==> src/rtl/sub32_pkg.sv <==
// Shared constants and types for the sequential 4x32 saturating subtractor.
package sub32_pkg;
  localparam int LANE_W = 32;
  localparam int LANES  = 4;

  localparam logic [LANE_W-1:0] S_MAX = 32'h7FFF_FFFF;
  localparam logic [LANE_W-1:0] S_MIN = 32'h8000_0000;
  localparam logic [LANE_W-1:0] U_MIN = 32'h0000_0000;

  typedef enum logic [1:0] {IDLE, CALC, DONE} state_e;
  typedef logic [1:0] lane_idx_t;
  typedef logic [LANES-1:0][LANE_W-1:0] word_t;
endpackage

==> src/rtl/sub32_seq_if.sv <==
// Operand/result handshake bundle for sub32_seq; SUB32_SAT_FLAG_EN adds sat_flag.
interface sub32_seq_if;
  import sub32_pkg::*;
  logic       in_valid;
  logic       in_ready;
  word_t      src0;
  word_t      src1;
  logic       sign_s0;
  logic       sign_s1;
  logic       out_valid;
  logic       out_ready;
  word_t      dst;
`ifdef SUB32_SAT_FLAG_EN
  logic [LANES-1:0] sat_flag;

  modport master (output in_valid, src0, src1, sign_s0, sign_s1, out_ready,
                  input  in_ready, out_valid, dst, sat_flag);
  modport slave  (input  in_valid, src0, src1, sign_s0, sign_s1, out_ready,
                  output in_ready, out_valid, dst, sat_flag);
`else
  modport master (output in_valid, src0, src1, sign_s0, sign_s1, out_ready,
                  input  in_ready, out_valid, dst);
  modport slave  (input  in_valid, src0, src1, sign_s0, sign_s1, out_ready,
                  output in_ready, out_valid, dst);
`endif
endinterface

==> src/rtl/sub32_lane.sv <==
// One 32-bit saturating subtract lane; signed mode if either operand is signed.
module sub32_lane
  import sub32_pkg::*;
(
  input  logic [LANE_W-1:0] a,
  input  logic [LANE_W-1:0] b,
  input  logic              sign_a,
  input  logic              sign_b,
  output logic [LANE_W-1:0] res,
  output logic              sat
);
  // 34 bits hold any mix of signed/unsigned 32-bit operands and their difference
  localparam logic signed [33:0] L_MAX = 34'sh0_7FFF_FFFF;
  localparam logic signed [33:0] L_MIN = 34'sh3_8000_0000;

  logic signed [33:0] w_a, w_b, w_diff;
  logic               w_signed;

  assign w_a      = sign_a ? {{2{a[LANE_W-1]}}, a} : {2'b00, a};
  assign w_b      = sign_b ? {{2{b[LANE_W-1]}}, b} : {2'b00, b};
  assign w_diff   = w_a - w_b;
  assign w_signed = sign_a | sign_b;

  always_comb begin
    res = w_diff[LANE_W-1:0];
    sat = 1'b0;
    if (w_signed) begin
      if (w_diff > L_MAX) begin
        res = S_MAX;
        sat = 1'b1;
      end else if (w_diff < L_MIN) begin
        res = S_MIN;
        sat = 1'b1;
      end
    end else if (w_diff < 0) begin
      res = U_MIN;
      sat = 1'b1;
    end
  end
endmodule

==> src/rtl/sub32_seq.sv <==
// Sequential 4-lane saturating subtractor: one shared lane, one lane per cycle.
// Optional SUB32_SAT_FLAG_EN exposes per-lane saturation flags.
module sub32_seq
  import sub32_pkg::*;
(
  input  logic        clk,
  input  logic        rst,
  sub32_seq_if.slave  bus
);
  state_e           r_state, w_next;
  lane_idx_t        r_cnt;
  word_t            r_src0, r_src1, r_dst;
  logic             r_sign0, r_sign1;
  logic             w_accept;
  logic [LANE_W-1:0] w_res;
`ifdef SUB32_SAT_FLAG_EN
  logic             w_sat;
  logic [LANES-1:0] r_sat;
`endif

  sub32_lane u_lane (
    .a      (r_src0[r_cnt]),
    .b      (r_src1[r_cnt]),
    .sign_a (r_sign0),
    .sign_b (r_sign1),
    .res    (w_res),
`ifdef SUB32_SAT_FLAG_EN
    .sat    (w_sat)
`else
    .sat    ()
`endif
  );

  always_comb begin
    w_next   = r_state;
    w_accept = 1'b0;
    unique case (r_state)
      IDLE: if (bus.in_valid) begin
        w_accept = 1'b1;
        w_next   = CALC;
      end
      CALC: if (r_cnt == lane_idx_t'(LANES-1)) w_next = DONE;
      DONE: if (bus.out_ready) w_next = IDLE;
      default: w_next = IDLE;
    endcase
  end

  always_ff @(posedge clk) begin
    if (rst) begin
      r_state <= IDLE;
      r_cnt   <= '0;
      r_src0  <= '0;
      r_src1  <= '0;
      r_sign0 <= 1'b0;
      r_sign1 <= 1'b0;
      r_dst   <= '0;
`ifdef SUB32_SAT_FLAG_EN
      r_sat   <= '0;
`endif
    end else begin
      r_state <= w_next;
      if (w_accept) begin
        r_src0  <= bus.src0;
        r_src1  <= bus.src1;
        r_sign0 <= bus.sign_s0;
        r_sign1 <= bus.sign_s1;
        r_cnt   <= '0;
`ifdef SUB32_SAT_FLAG_EN
        r_sat   <= '0;
`endif
      end else if (r_state == CALC) begin
        // counter wraps 3->0 naturally as CALC hands off to DONE
        r_dst[r_cnt] <= w_res;
        r_cnt        <= r_cnt + 1'b1;
`ifdef SUB32_SAT_FLAG_EN
        r_sat[r_cnt] <= w_sat;
`endif
      end
    end
  end

  assign bus.in_ready  = (r_state == IDLE);
  assign bus.out_valid = (r_state == DONE);
  assign bus.dst       = r_dst;
`ifdef SUB32_SAT_FLAG_EN
  assign bus.sat_flag  = r_sat;
`endif
endmodule

==> src/flat_wrapper.sv <==
// flat-port wrapper written by rule: the top's interface ports become plain ports
module sub32_seq_flat import sub32_pkg::*;
  (clk, rst, bus_in_valid, bus_src0, bus_src1, bus_sign_s0, bus_sign_s1, bus_out_ready, bus_in_ready, bus_out_valid, bus_dst);
  sub32_seq_if bus_i ();
  input  logic clk;
  input  logic rst;
  input wire logic [$bits(bus_i.in_valid)-1:0] bus_in_valid;
  input wire logic [$bits(bus_i.src0)-1:0] bus_src0;
  input wire logic [$bits(bus_i.src1)-1:0] bus_src1;
  input wire logic [$bits(bus_i.sign_s0)-1:0] bus_sign_s0;
  input wire logic [$bits(bus_i.sign_s1)-1:0] bus_sign_s1;
  input wire logic [$bits(bus_i.out_ready)-1:0] bus_out_ready;
  output wire logic [$bits(bus_i.in_ready)-1:0] bus_in_ready;
  output wire logic [$bits(bus_i.out_valid)-1:0] bus_out_valid;
  output wire logic [$bits(bus_i.dst)-1:0] bus_dst;
  assign bus_i.in_valid = bus_in_valid;
  assign bus_i.src0 = bus_src0;
  assign bus_i.src1 = bus_src1;
  assign bus_i.sign_s0 = bus_sign_s0;
  assign bus_i.sign_s1 = bus_sign_s1;
  assign bus_i.out_ready = bus_out_ready;
  assign bus_in_ready = bus_i.in_ready;
  assign bus_out_valid = bus_i.out_valid;
  assign bus_dst = bus_i.dst;
  sub32_seq u_core (.clk(clk), .rst(rst), .bus(bus_i));
endmodule
==> config.mk <==
export PLATFORM = sky130hd
export DESIGN_NAME = sub32_seq_flat
export DESIGN_NICKNAME = d
export VERILOG_FILES = /design/src/rtl/sub32_pkg.sv /design/src/rtl/sub32_seq_if.sv /design/src/rtl/sub32_lane.sv /design/src/rtl/sub32_seq.sv /design/src/flat_wrapper.sv
export SDC_FILE = /design/constraint.sdc
export NUM_CORES = 1
export LEC_CHECK = 0
export BUFFER_PORTS_ARGS = -buffer_cell sky130_fd_sc_hd__buf_4
export CORE_MARGIN = 10
export CORE_UTILIZATION = 31
export CTS_CLUSTER_SIZE = 25
export DETAILED_ROUTE_END_ITERATION = 8
export HOLD_SLACK_MARGIN = 0.12
export SLEW_MARGIN = 20
export SYNTH_ARGS = -nofsm -noshare
export SYNTH_HDL_FRONTEND = slang
export SYNTH_SLANG_ARGS = --single-unit
export TNS_END_PERCENT = 10
==> constraint.sdc <==
create_clock -name clk -period 14 [get_ports clk]
set_input_delay 2.8 -clock clk [delete_from_list [all_inputs] [get_ports clk]]
set_output_delay 2.8 -clock clk [all_outputs]
set_load 0.05 [all_outputs]
==> results of run 1 <==
## logic make-up after synthesis
kind of cell	Yosys count	share of synthesized area, %
mux	66	8.659
compound gates	502	17.96
xor+xnor	28	1.453
simple gates	779	18.12
fa+ha+maj	38	2.862
flops	390	46.26
buf+inv	202	4.685
## routing by layer
| metal | global-route usage, % | wire (um) |
|---|---|---|
| met5 | 0 | 0 |
| met4 | 7.398 | 2017 |
| met3 | 4.019 | 4441 |
| met2 | 29.52 | 28550 |
| met1 | 23.10 | 26240 |
## flip-flops by register name (all words and copies together) (netlist names)
name / cells
u_core.r_src0: 128
u_core.r_sign0: 1
u_core.bus.dst: 128
u_core.r_cnt: 2
u_core.r_state: 2
u_core.r_src1: 128
u_core.r_sign1: 1
## placed cells by master, fill, tap and decap left out, drive strengths merged, types with 12 or more instances in the layout
master	synthesis	routed
nor2	146	146
ha	37	37
a211oi	127	127
o21ai	16	16
buf	32	410
clkbuf	126	58
mux4	64	64
a21oi	295	295
a21o	12	12
inv	44	48
nand2	580	580
xnor2	17	17
clkinv	0	12
dfxtp	390	390
## power breakdown
part           leakage, nW  switching [W]  internal, W  total (W)
Clock                0.730       0.000478     0.000686    0.00116
Combinational         4.69       0.000462     0.000241   0.000702
Sequential            3.19      0.0000391      0.00117    0.00121
## final cells by class
| cell class | instances | area (um^2) |
|---|---|---|
| Inverter | 44 | 165.2 |
| Timing Repair Buffer | 410 | 3105 |
| Multi-Input combinational cell | 1413 | 8319 |
| Tap cell | 696 | 870.8 |
| Sequential cell | 390 | 7815 |
| Fill cell | 5457 | 32070 |
| Clock inverter | 20 | 185.2 |
| Clock buffer | 58 | 1286 |
## how the worst min path moves through the flow
stage / cells past startpoint / to / from
5_1_grt: 2 / u_core.r_src0[34]$_SDFFE_PP0P_ / u_core.r_src0[34]$_SDFFE_PP0P_
3_3_place_gp: 2 / u_core.r_src1[95]$_SDFFE_PP0P_ / u_core.r_src1[95]$_SDFFE_PP0P_
4_1_cts: 2 / u_core.r_src0[95]$_SDFFE_PP0P_ / u_core.r_src0[95]$_SDFFE_PP0P_
2_1_floorplan: 2 / u_core.r_src0[64]$_SDFFE_PP0P_ / u_core.r_src0[64]$_SDFFE_PP0P_
3_5_place_dp: 2 / u_core.r_src0[95]$_SDFFE_PP0P_ / u_core.r_src0[95]$_SDFFE_PP0P_
6_report: 2 / u_core.r_src0[0]$_SDFFE_PP0P_ / u_core.r_src0[0]$_SDFFE_PP0P_
## critical path: stages, from the launching register on
cell,delay (ns)
dfxtp_4,0.79
buf_4,0.72
mux4_2,0.65
inv_1,0.11
ha_1,0.19
inv_1,0.07
fa_1,0.42
a211oi_1,0.23
o21ai_0,0.24
o2111ai_1,0.45
nand4_1,0.25
nand4_1,0.19
a21oi_1,0.13
o21ai_1,0.49
a21oi_2,0.10
buf_4,0.28
a211oi_1,0.30
## metrics by stage
step | hold WS (ns) | instances | worst slack (ns) | total power [W]
floorplan | 0.4331 | 2005 | 9.492 | 0.001662
detailed placement | 0.4447 | 2952 | 8.209 | 0.001930
CTS | 0.4526 | 3030 | 8.167 | 0.003098
global route | 0.4669 | 3031 | 7.632 | 0.003214
global placement | 0.4396 | 2952 | 8.175 | 0.001925
finish | 0.4513 | 3031 | 8.178 | 0.003076
==> impl_metrics.yaml, run 1 <==
outcome:
  status: "completed"
layout:
  syn2layout_area_growth_pct: 28.85
  drive_gt1_share_pct: 24.33
  fin_area_um2: 21750
  final_util_pct: 40.41
  nets: 2603
  antennaDiodeCount: 0
timing:
  worstMarginPinSlew_ns: 1.066
  finalHoldViolCount: 0
  slew_headroom_pct: 28.91
  drv_slew: 0
  fin_setup_tns_ns: 0
  fin_crit_sh_pct: 41.59
  post-route-min-period_ns: 5.822
  grt_setup_unrepaired: "false"
  final.setup_skew_ns: 0.01571
  max_freq_ghz: 0.1718
  setup_viol: 0
clock_tree:
  clk_pin_slew_ns: 0.07
  cts_buffers: 44
  clockRootBuffer: "clkbuf_16"
  max-clock-path-buffers: 3
  post_cts_buffers: 0
  holdBufCountCts: 0
  clkSinkCount: 390
  cts_tree: "yes"
  htreeDepth: 2
  clkLatencyLatePin_ns: 0.58
  cts_resized: 0
critical_path:
  reg2reg_from: "u_core.r_cnt[0]$_SDFFE_PP0N_"
  worstSetupStartpointType: "flop"
  cp_max_fo: 37
  cp_data_arrival_time_ns: 6.30
  cp-startpoint: "u_core.r_cnt[0]$_SDFFE_PP0N_"
  cp-endpoint: "u_core.bus.dst[116]$_SDFFE_PP0P_"
  worst_r2r_endpoint: "u_core.bus.dst[116]$_SDFFE_PP0P_"
  worst-setup-path-type: "reg2reg"
  cp_data_required_time_ns: 14.47
  rr_worst_depth: 16
  crit_path_end_kind: "flop"
  r2r_slack_ns: 8.18
worst_hold_path:
  min_path_type: "reg2reg"
synth:
  yosys-top-cells-area: "dfxtp_1 46%, nand2_1 13%, a21oi_1 8.7%"
  yosysTopAreaCell: "dfxtp_1"
  synth-main-ff-cell: "dfxtp_1"
  synth_nets: 2305
  yosys-top-cells-count: "580 x nand2_1, 390 x dfxtp_1, 295 x a21oi_1"
  synthArstFlopShare_pct: 0
  synthDistinctLibCells: 57
  yosysSeqAreaShare_pct: 46.26
  synth_edf_count: 0
  yosys_register_bits: 390
  synthCells: 2005
  yosysMostFrequentCell: "nand2_1"
  synth_area_um2: 16880
  yosysTopAreaCellShare_pct: 46.26
  avgSynthCellArea_um2: 8.418
  synth_warnings: 0
floorplan:
  die_w_um: 253.3
  io_pins: 392
  fp.coreArea_um2: 53810
  initial_core_util_pct: 31.36
  dieHeight_um: 253.3
  rows: 85
  die_area_um2: 64180
detailed_routing:
  via_per_inst: 5.064
  ant_nets: 0
  drt-total-wl_um: 61250
  wl_per_cell_um: 20.21
  dr.pass1.iters: 5
  vias: 15350
  drt-initial-drc-count: 1090
  drcViolationCount: 0
run:
  cap_viol_max_count: 0
grt:
  grt_pass1_wl_um: 90290
  grt_usage_pct: 18.23
  overflow: 0
  grt_max_degree: 117
  antenna_found_initial: 0
  grt_pass1_vias: 15080
place:
  gp_congestion: 0.8902
  dp_hpwl_um: 45720
  portBuffers: 391
  dpl-instance-area_um2: 20240
power:
  power_density_nw_per_um2: 141.5
  vdd_drop_max_mv: 0.09583
  p_leak_nw: 8.608
(Power assumes the default switching activity.)
==> run 2: changes to the inputs <==
==> constraint.sdc (replaced) <==
create_clock -name clk -period 5.93 [get_ports clk]
set_input_delay 1.186 -clock clk [delete_from_list [all_inputs] [get_ports clk]]
set_output_delay 1.186 -clock clk [all_outputs]
set_load 0.05 [all_outputs]
==> run 2 against run 1 <==
Against the previous run:
- critical path depth decreased by 1
- hold slack improved by 0.00081 ns
- die area unchanged
- core utilization increased by 0.051 points
- sequential share of layout area about the same
- count of clock-buffer cells in the layout increased by 5
- combinational power increased by 130%
- critical endpoint is now u_core.bus.dst[64]$_SDFFE_PP0P_
- largest power group unchanged
==> impl_metrics.yaml, run 2 (synthesis results as in run 1) <==
critical_path:
  cp_max_fo: 31
  worst-setup-path-type: "reg2reg"
  path_buf_inv: 3
  crit_path_end_kind: "flop"
  crit_path_max_incr_delay_ns: 0.76
  crit_slowest_cell: "dfxtp_4"
  cp_data_required_time_ns: 6.39
  worstPathCellList: "mux4_2 > inv_1 > ha_1 > inv_1 > fa_1 > a211oi_1 > o21ai_0 > o2111ai_1 > nand4_1 > nand4_1 > a21oi_1 > o31ai_4 > buf_4 > nand2b_1 > a211oi_1"
  worstSetupStartpointType: "flop"
  cp_data_arrival_time_ns: 5.61
  cp_top_family: "compound AO/OA/AOI/OAI gates"
power:
  power_density_nw_per_um2: 332.2
  vdd_drop_max_mv: 0.1872
  p_leak_nw: 8.609
detailed_routing:
  dr.pass1.iters: 5
  drt-total-wl_um: 62520
  via_per_inst: 5.049
  drcViolationCount: 0
  wl_per_cell_um: 20.63
  drt-initial-drc-count: 1064
  vias: 15300
  ant_nets: 0
clock_tree:
  clkLatencyLatePin_ns: 0.56
  clockRootBuffer: "clkbuf_16"
  holdBufCountCts: 0
  post_cts_buffers: 0
  clk_pin_slew_ns: 0.06
  htreeDepth: 2
  cts_buffers: 43
  cts_resized: 0
  clkSinkCount: 390
  max-clock-path-buffers: 3
  cts_tree: "yes"
layout:
  drive_gt1_share_pct: 23.99
  finalNonFillerCells: 3031
  syn2layout_area_growth_pct: 29.02
  final_common_cell: "nand2_1"
  mostFrequentLayoutCells: "579 x nand2_1, 406 x buf_4, 388 x dfxtp_1, 291 x a21oi_1, 146 x nor2_1"
  fin_area_um2: 21770
  nets: 2604
place:
  gp_congestion: 0.8682
  dp_hpwl_um: 47480
  dpl-instance-area_um2: 20330
  dp.cells: 2955
  pre_cts_slack_ns: 0.7501
  portBuffers: 391
timing:
  slew_headroom_pct: 49.29
  grt_setup_unrepaired: "false"
  finalHoldViolCount: 0
  fin_ws_ns: 0.7852
  worstMarginPinSlew_ns: 0.7607
  post-route-min-period_ns: 5.145
  max_freq_ghz: 0.1944
  fin_crit_sh_pct: 86.76
  drv_slew: 0
  setup_viol: 0
  fin_setup_tns_ns: 0
  final.setup_skew_ns: 0.009210
floorplan:
  io_pins: 392
  die_area_um2: 64180
  initial_core_util_pct: 31.36
  rows: 85
  die_w_um: 253.3
  dieHeight_um: 253.3
  fp.coreArea_um2: 53810
grt:
  grt_pass1_vias: 15490
  antenna_found_initial: 1
  overflow: 0
  grt_usage_pct: 18.79
  grt_max_degree: 151
  grt_pass1_wl_um: 93380
worst_hold_path:
  min_path_type: "reg2reg"
outcome:
  status: "completed"
run:
  cap_viol_max_count: 0
run 2: changes by cell type in the layout (fill, tap and decap cells not counted), moves of 2 or more:
cell	change
bufinv_16	+2
clkbuf_1	+7
clkinv_4	-4
clkinv_2	-4
inv_6	-3
buf_12	+4
buf_6	-2
run 2: stage by stage:
step                hold slack (ns)  power (W)  utilization [%]
floorplan                    0.4331   0.003923                -
global placement             0.4381   0.004543            37.77
detailed placement           0.4437   0.004558            37.77
CTS                          0.4517   0.007299            40.46
global route                 0.4653   0.007557            40.46
finish                       0.4521   0.007234            40.46
run 2: area by class of cell:
cell class                      count  area [um^2]
Clock buffer                       63         1274
Clock inverter                     12        170.2
Multi-Input combinational cell   1413         8314
Sequential cell                   390         7815
Inverter                           44        165.2
Fill cell                        5439        32040
Antenna cell                        1        2.502
Tap cell                          696        870.8
Timing Repair Buffer              412         3163
run 2: where the power goes:
| part | internal (W) | switching [W] | leakage [nW] |
|---|---|---|---|
| Combinational | 0.000574 | 0.00106 | 4.71 |
| Sequential | 0.00276 | 0.0000987 | 3.19 |
| Clock | 0.00166 | 0.00107 | 0.705 |
| Total | 0.00500 | 0.00224 | 8.61 |
run 2: per-layer routing:
metal / up-vias / global-route usage, % / part of all wire, %
li1: 7466 / - / -
met5: - / 0 / 0
met3: 68 / 4.244 / 6.3
met2: 462 / 31.69 / 48
met1: 7307 / 23.69 / 43
met4: 0 / 5.024 / 2.2
run 2: worst paths after layout:
| kind | from | to | slack (ns) | cells past startpoint |
|---|---|---|---|---|
| worst max-delay path | u_core.r_cnt[0]$_SDFFE_PP0N_ | u_core.bus.dst[64]$_SDFFE_PP0P_ | 0.79 | 15 |
| worst min-delay path | u_core.r_src0[110]$_SDFFE_PP0P_ | u_core.r_src0[110]$_SDFFE_PP0P_ | 0.45 | 2 |
| worst max register to register | u_core.r_cnt[0]$_SDFFE_PP0N_ | u_core.bus.dst[64]$_SDFFE_PP0P_ | 0.79 | 15 |
| worst min register to register | u_core.r_src0[110]$_SDFFE_PP0P_ | u_core.r_src0[110]$_SDFFE_PP0P_ | 0.45 | 2 |
run 2: worst register-to-register path, cell delays in order (launching register included):
cell	delay (ns)
dfxtp_4	0.76
mux4_2	0.68
inv_1	0.10
ha_1	0.18
inv_1	0.06
fa_1	0.43
a211oi_1	0.22
o21ai_0	0.22
o2111ai_1	0.57
nand4_1	0.32
nand4_1	0.21
a21oi_1	0.13
o31ai_4	0.22
buf_4	0.37
nand2b_1	0.29
a211oi_1	0.28
